`config.mk`:
```
export PLATFORM = sky130hd
export DESIGN_NAME = rvfi_reorder_buffer
export DESIGN_NICKNAME = d
export VERILOG_FILES = /design/src/rtl/rvfi_reorder_pkg.sv /design/src/rtl/rvfi_reorder_store.sv /design/src/rtl/rvfi_reorder_buffer.sv
export SDC_FILE = /design/constraint.sdc
export NUM_CORES = 2
export LEC_CHECK = 0
export ABC_CLOCK_PERIOD_IN_PS = 23500
export CORE_MARGIN = 5
export CORE_UTILIZATION = 40
export DETAILED_ROUTE_END_ITERATION = 16
export SYNTH_ARGS = -nofsm -noshare
export SYNTH_HDL_FRONTEND = slang
export SYNTH_SLANG_ARGS = --single-unit
```
`constraint.sdc`:
```
create_clock -name clock -period 23.5 [get_ports clock]
set_input_delay 4.7 -clock clock [delete_from_list [all_inputs] [get_ports clock]]
set_output_delay 4.7 -clock clock [all_outputs]
set_load 0.05 [all_outputs]
```
`src/rtl/rvfi_reorder_pkg.sv`:
```
// Shared types for the RVFI reorder buffer: the buffered retirement record,
// the input classification and the window classifier.
package rvfi_reorder_pkg;

    localparam int ENTRY_XLEN = 32;

    typedef struct packed {
        logic [63:0]           order;
        logic [31:0]           insn;
        logic [ENTRY_XLEN-1:0] pc_rdata;
        logic [4:0]            rs1_addr;
        logic [4:0]            rs2_addr;
        logic [4:0]            rd_addr;
        logic [ENTRY_XLEN-1:0] rd_wdata;
        logic                  trap;
    } rvfi_reorder_entry_t;

    typedef enum logic [1:0] {
        IN_WINDOW,
        STALE,
        AHEAD
    } rvfi_class_e;

    // Orders behind next_order by less than half the 64-bit space count as
    // already retired; anything past the window counts as ahead.
    function automatic rvfi_class_e classify(input logic [63:0] in_order,
                                             input logic [63:0] next_order,
                                             input int unsigned depth);
        logic [63:0] delta;
        logic [63:0] behind;
        delta  = in_order - next_order;
        behind = next_order - in_order;
        if (delta < 64'(depth)) return IN_WINDOW;
        if ((behind != 64'd0) && !behind[63]) return STALE;
        return AHEAD;
    endfunction

endpackage

```
`src/rtl/rvfi_reorder_store.sv`:
```
// Slot array for the reorder buffer: one record and one valid bit per slot,
// with a write port for arrivals and a read/clear port for the drain head.
module rvfi_reorder_store
    import rvfi_reorder_pkg::*;
#(
    parameter int DEPTH = 8
) (
    input  logic                       clock,
    input  logic                       resetn,
    input  logic [$clog2(DEPTH)-1:0]   wr_index,
    input  rvfi_reorder_entry_t        wr_entry,
    input  logic                       we,
    input  logic [$clog2(DEPTH)-1:0]   rd_index,
    input  logic                       re,
    output logic [DEPTH-1:0]           valid,
    output rvfi_reorder_entry_t        rd_entry
);

    rvfi_reorder_entry_t mem [DEPTH];

    // NOTE: the payload array has no reset; the valid bits alone decide
    // whether a slot's contents mean anything.
    always_ff @(posedge clock) begin
        if (we) mem[wr_index] <= wr_entry;
    end

    // Write and clear never target the same slot: the drained head is valid,
    // so an arrival for it is a dropped duplicate.
    always_ff @(posedge clock or negedge resetn) begin
        if (!resetn) begin
            valid <= '0;
        end else begin
            if (re) valid[rd_index] <= 1'b0;
            if (we) valid[wr_index] <= 1'b1;
        end
    end

    assign rd_entry = mem[rd_index];

endmodule

```
`src/rtl/rvfi_reorder_buffer.sv`:
```
// Reorders retirement records tagged with `order` and emits them on a single
// RVFI channel strictly in increasing order, one per cycle, gap-free.
module rvfi_reorder_buffer
    import rvfi_reorder_pkg::*;
#(
    parameter int          XLEN        = 32,
    parameter int          DEPTH       = 8,
    // Starting value of next_order after reset; 0 in normal use.
    parameter logic [63:0] RESET_ORDER = 64'd0
) (
    input  logic                     clock,
    input  logic                     resetn,
    input  logic                     in_valid,
    output logic                     in_ready,
    input  logic [63:0]              in_order,
    input  logic [31:0]              in_insn,
    input  logic [XLEN-1:0]          in_pc_rdata,
    input  logic [4:0]               in_rs1_addr,
    input  logic [4:0]               in_rs2_addr,
    input  logic [4:0]               in_rd_addr,
    input  logic [XLEN-1:0]          in_rd_wdata,
    input  logic                     in_trap,
    output logic                     rvfi_valid,
    output logic [63:0]              rvfi_order,
    output logic [31:0]              rvfi_insn,
    output logic [XLEN-1:0]          rvfi_pc_rdata,
    output logic [4:0]               rvfi_rs1_addr,
    output logic [4:0]               rvfi_rs2_addr,
    output logic [4:0]               rvfi_rd_addr,
    output logic [XLEN-1:0]          rvfi_rd_wdata,
    output logic                     rvfi_trap,
    output logic [$clog2(DEPTH):0]   occupancy,
    output logic                     err_sticky
);

    localparam int IW = $clog2(DEPTH);
    localparam int OW = IW + 1;

    logic [63:0]         next_order;
    rvfi_class_e         in_class;
    rvfi_reorder_entry_t wr_entry;
    rvfi_reorder_entry_t rd_entry;
    logic [DEPTH-1:0]    slot_valid;
    logic                slot_busy;
    logic                store;
    logic                drain;
    logic                err_set;

    always_comb begin
        wr_entry = '{order: in_order, insn: in_insn, pc_rdata: in_pc_rdata,
                     rs1_addr: in_rs1_addr, rs2_addr: in_rs2_addr,
                     rd_addr: in_rd_addr, rd_wdata: in_rd_wdata, trap: in_trap};
        in_class  = classify(in_order, next_order, DEPTH);
        in_ready  = (in_class != AHEAD);
        slot_busy = slot_valid[in_order[IW-1:0]];
        store     = in_valid && (in_class == IN_WINDOW) && !slot_busy;
        err_set   = in_valid && ((in_class == STALE) ||
                                 ((in_class == IN_WINDOW) && slot_busy));
        drain     = slot_valid[next_order[IW-1:0]];
    end

    rvfi_reorder_store #(
        .DEPTH (DEPTH)
    ) u_store (
        .clock    (clock),
        .resetn   (resetn),
        .wr_index (in_order[IW-1:0]),
        .wr_entry (wr_entry),
        .we       (store),
        .rd_index (next_order[IW-1:0]),
        .re       (drain),
        .valid    (slot_valid),
        .rd_entry (rd_entry)
    );

    // NOTE: every register here is assigned with <= so all of them sample
    // the same pre-edge values of drain, store and next_order.
    always_ff @(posedge clock or negedge resetn) begin
        if (!resetn) begin
            next_order    <= RESET_ORDER;
            rvfi_valid    <= 1'b0;
            rvfi_order    <= '0;
            rvfi_insn     <= '0;
            rvfi_pc_rdata <= '0;
            rvfi_rs1_addr <= '0;
            rvfi_rs2_addr <= '0;
            rvfi_rd_addr  <= '0;
            rvfi_rd_wdata <= '0;
            rvfi_trap     <= 1'b0;
            occupancy     <= '0;
            err_sticky    <= 1'b0;
        end else begin
            rvfi_valid <= drain;
            if (drain) begin
                rvfi_order    <= rd_entry.order;
                rvfi_insn     <= rd_entry.insn;
                rvfi_pc_rdata <= rd_entry.pc_rdata;
                rvfi_rs1_addr <= rd_entry.rs1_addr;
                rvfi_rs2_addr <= rd_entry.rs2_addr;
                rvfi_rd_addr  <= rd_entry.rd_addr;
                rvfi_rd_wdata <= rd_entry.rd_wdata;
                rvfi_trap     <= rd_entry.trap;
                next_order    <= next_order + 64'd1;
            end
            occupancy <= occupancy + OW'(store) - OW'(drain);
            if (err_set) err_sticky <= 1'b1;
        end
    end

endmodule
```
==> key figures <==
Outcome
  • Outcome: complete, no violations

Detailed routing
  • WL per Instance: 26.2 µm
  • Vias/cell: 5.59
  • Via Count: 44,521
  • Final wirelength: 208,000 µm
  • DR DRC count: 0
  • Drt first pass iters: 6
  • Post-route ant nets: 0
  • Initial DRC count: 3,627

Timing
  • RSZ-0062 raised after global routing: false
  • Fmax: 0.0604 GHz
  • Final Hold Fails: 0
  • Period utilisation layout: 70.5%
  • Slew HR: 4.29%
  • Max-slew violations: 0
  • Worst-margin pin slew: 1.44 ns
  • Clock Skews: 0.0359 ns
  • Final setup viols: 0
  • Final TNS setup: 0 ns
  • Minimum clock period: 16.56 ns

Clock tree
  • Hold buffer count at CTS: 0
  • CTS root buf: clkbuf_16
  • Post_cts resized: 0
  • H-tree levels: 4
  • Post-CTS Setup Bufs: 0
  • CTS tree: yes
  • Worst skew pair latency: 0.83 ns
  • Num CTS Buffers: 171
  • Longest Clk Path Bufs: 3
  • Sink Count: 1,662
  • Clk slew on worst S/H paths: 0.06 ns

Worst setup path
  • Worst reg-to-reg path cell count: 16
  • Crit start category: input pin
  • Flop-to-flop setup slack: 14.33 ns
  • Crit. End Element: output pin
  • CP Data Required Time: 18.80 ns
  • Worst R2R Start: next_order[0]
  • Critical Path AT: 11.86 ns
  • Critical Path Fanout Max: 21
  • Worst reg2reg endpoint: u_store.mem[3][1]
  • Worst setup path category: in2out

Die
  • Die Ht: 432 µm
  • Chip width: 432 µm
  • CORE AREA: 178,000 µm²
  • Row cnt: 155
  • Io pins: 362
  • Die ar.: 187,000 µm²
  • Initial Util: 40.1%

GRT
  • Total GRT Usage: 21.9%
  • GR Util met2: 38.0%
  • Met3 Usage GRT: 2.89%
  • Global-route wire length before repair: 305,000 µm
  • Vias in the first global route: 44,684
  • Initial antenna violation count: 21
  • Largest net degree at the start of global routing: 189
  • Global route overflow: 0
  • Global Route met1 Usage: 29.0%
  • Grt peak-use layer: met2

Placed design
  • IO Port Bufs: 361
  • Placed cell area: 77,500 µm²
  • Detailed placer's ending HPWL: 131,000 µm
  • GP Congestion: 0.982

Final layout
  • Area grow syn2layout: 16.9%
  • Layout cell share with drive strength beyond 1: 6.60%
  • Fin area: 83,300 µm²
  • Nets: 5,760

Synthesis
  • Async SR Flop Fraction: 15.3%
  • Post-Syn Area: 71,300 µm²
  • Share of the yosys chip area belonging to registers: 68.2%
  • Yosys warnings: 0
  • Flops & latches, synth: 1,662
  • Number of synthesized flops with an enable pin: 1,408
  • Cell count after synthesis: 5,110
  • Most used DFF post-synth: edfxtp_1
  • Yosys cell types: 79
  • Syn Area/Cell: 13.9 µm²
  • Syn nets: 5,422

Min path
  • Hold_sp: err_sticky
  • HP Class: reg2reg
  • Hold EP: err_sticky
  • Hold path depth: 1

Power and ir drop
  • PD cells: 73.7 nW/µm²
  • Leak pwr: 26.9 nW
  • Maximum vdd drop: 0.0000553 V
  • Overall power: 6.14 mW

Run
  • Number of max-cap violations: 0
## cells in the final DEF (no fill, tap or decap), types with 134 or more instances in the layout
| cell | instances |
|---|---|
| clkdlybuf4s50_1 | 360 |
| edfxtp_1 | 1408 |
| dfrtp_1 | 253 |
| inv_1 | 155 |
| mux2i_1 | 712 |
| o22ai_1 | 360 |
| nor2_1 | 477 |
| nand2_1 | 151 |
| clkbuf_16 | 172 |
| o21ai_0 | 134 |
| a21oi_1 | 380 |
## kinds of logic (layout without fill, tap and decap cells)
| family | after synthesis | in the layout | synth area share, % |
|---|---|---|---|
| flip-flops | 1662 | 1662 | 68.2 |
| multiplexers | 718 | 718 | 10.1 |
| adder cells (fa/ha/maj) | 133 | 133 | 2.36 |
| XOR/XNOR | 143 | 143 | 1.76 |
| buffers and inverters | 418 | 902 | 2.22 |
| other | 0 | 9 | 0 |
| AND/OR/NAND/NOR | 912 | 912 | 5.74 |
| AO/OA/AOI/OAI | 1124 | 1124 | 9.56 |
## power by group
part	switching (mW)	internal, mW	total (mW)
clock	1.14	1.60	2.74
combinational	0.140	0.0630	0.203
sequential	0.00000000286	3.20	3.20
total	1.28	4.86	6.14
## per-layer routing
layer	vias up	share of wire (%)
met3	289	4.4
met5	-	0.0058
met1	22816	43
met2	1192	50
met4	2	2.4
li1	20222	-
## worst max-delay path: stages
cell	delay, ns
clkdlybuf4s50_1	1.06
inv_1	0.21
ha_1	0.38
a21oi_1	0.17
o221ai_1	0.32
o21ai_0	0.79
a21oi_1	0.33
o21ai_0	0.89
a21oi_1	0.19
or3_1	0.33
a2111oi_0	0.87
and4_1	0.40
o21bai_1	0.29
clkdlybuf4s50_1	0.90
## cell type report
type	count	area [µm²]
clock inverters	83	981
diodes	9	22.5
fillers	15526	94500
clock buffers	236	4750
flip-flops and latches	1662	48600
inverters	155	582
well taps	2355	2950
multi-input cells	3030	21200
repair buffers	428	4210
## per-stage QoR
step	hold slack (ns)	setup slack [ns]	std cells	util [%]
2_1_floorplan	0.462	2.07	5110	-
3_3_place_gp	0.491	7.06	7630	43.6
3_5_place_dp	0.495	7.06	7630	43.6
4_1_cts	0.508	7.06	7949	46.8
5_1_grt	0.515	6.75	7956	46.8
6_report	0.495	6.94	7958	46.8
## worst max path at each step
stage	cells past startpoint	start	end	slack, ns
5_1_grt	14	in_order[1]	in_ready	6.75
2_1_floorplan	16	in_order[0]	u_store.mem[0][0]	2.07
4_1_cts	14	in_order[1]	in_ready	7.06
3_5_place_dp	14	in_order[1]	in_ready	7.06
6_report	14	in_order[1]	in_ready	6.94
3_3_place_gp	14	in_order[1]	in_ready	7.06
## state kept, by name, summed over array words and instances, names as in the netlist
signal	flops
rvfi_rd_addr	5
rvfi_insn	32
occupancy	4
u_store.mem	1408
rvfi_pc_rdata	32
rvfi_rd_wdata	32
rvfi_trap	1
rvfi_order	64
err_sticky	1
rvfi_rs1_addr	5
next_order	64
rvfi_valid	1
u_store.valid	8
rvfi_rs2_addr	5
## Yosys cell counts (all sizes together), types with 47 or more instances
master  count  area, µm²
clkbuf    191        717
nor3       47        235
nand3      48        240
ha        131       1640
xnor2     106        928
a21oi     382       1930
o21ai     145        729
nand2     157        604
buf        72        280
nor2      483       1810
nand4      66        413
o22ai     360       2250
edfxtp   1408      42300
dfrtp     254       6360
mux2i     712       7130
inv       155        582
(Power assumes the default switching activity.)
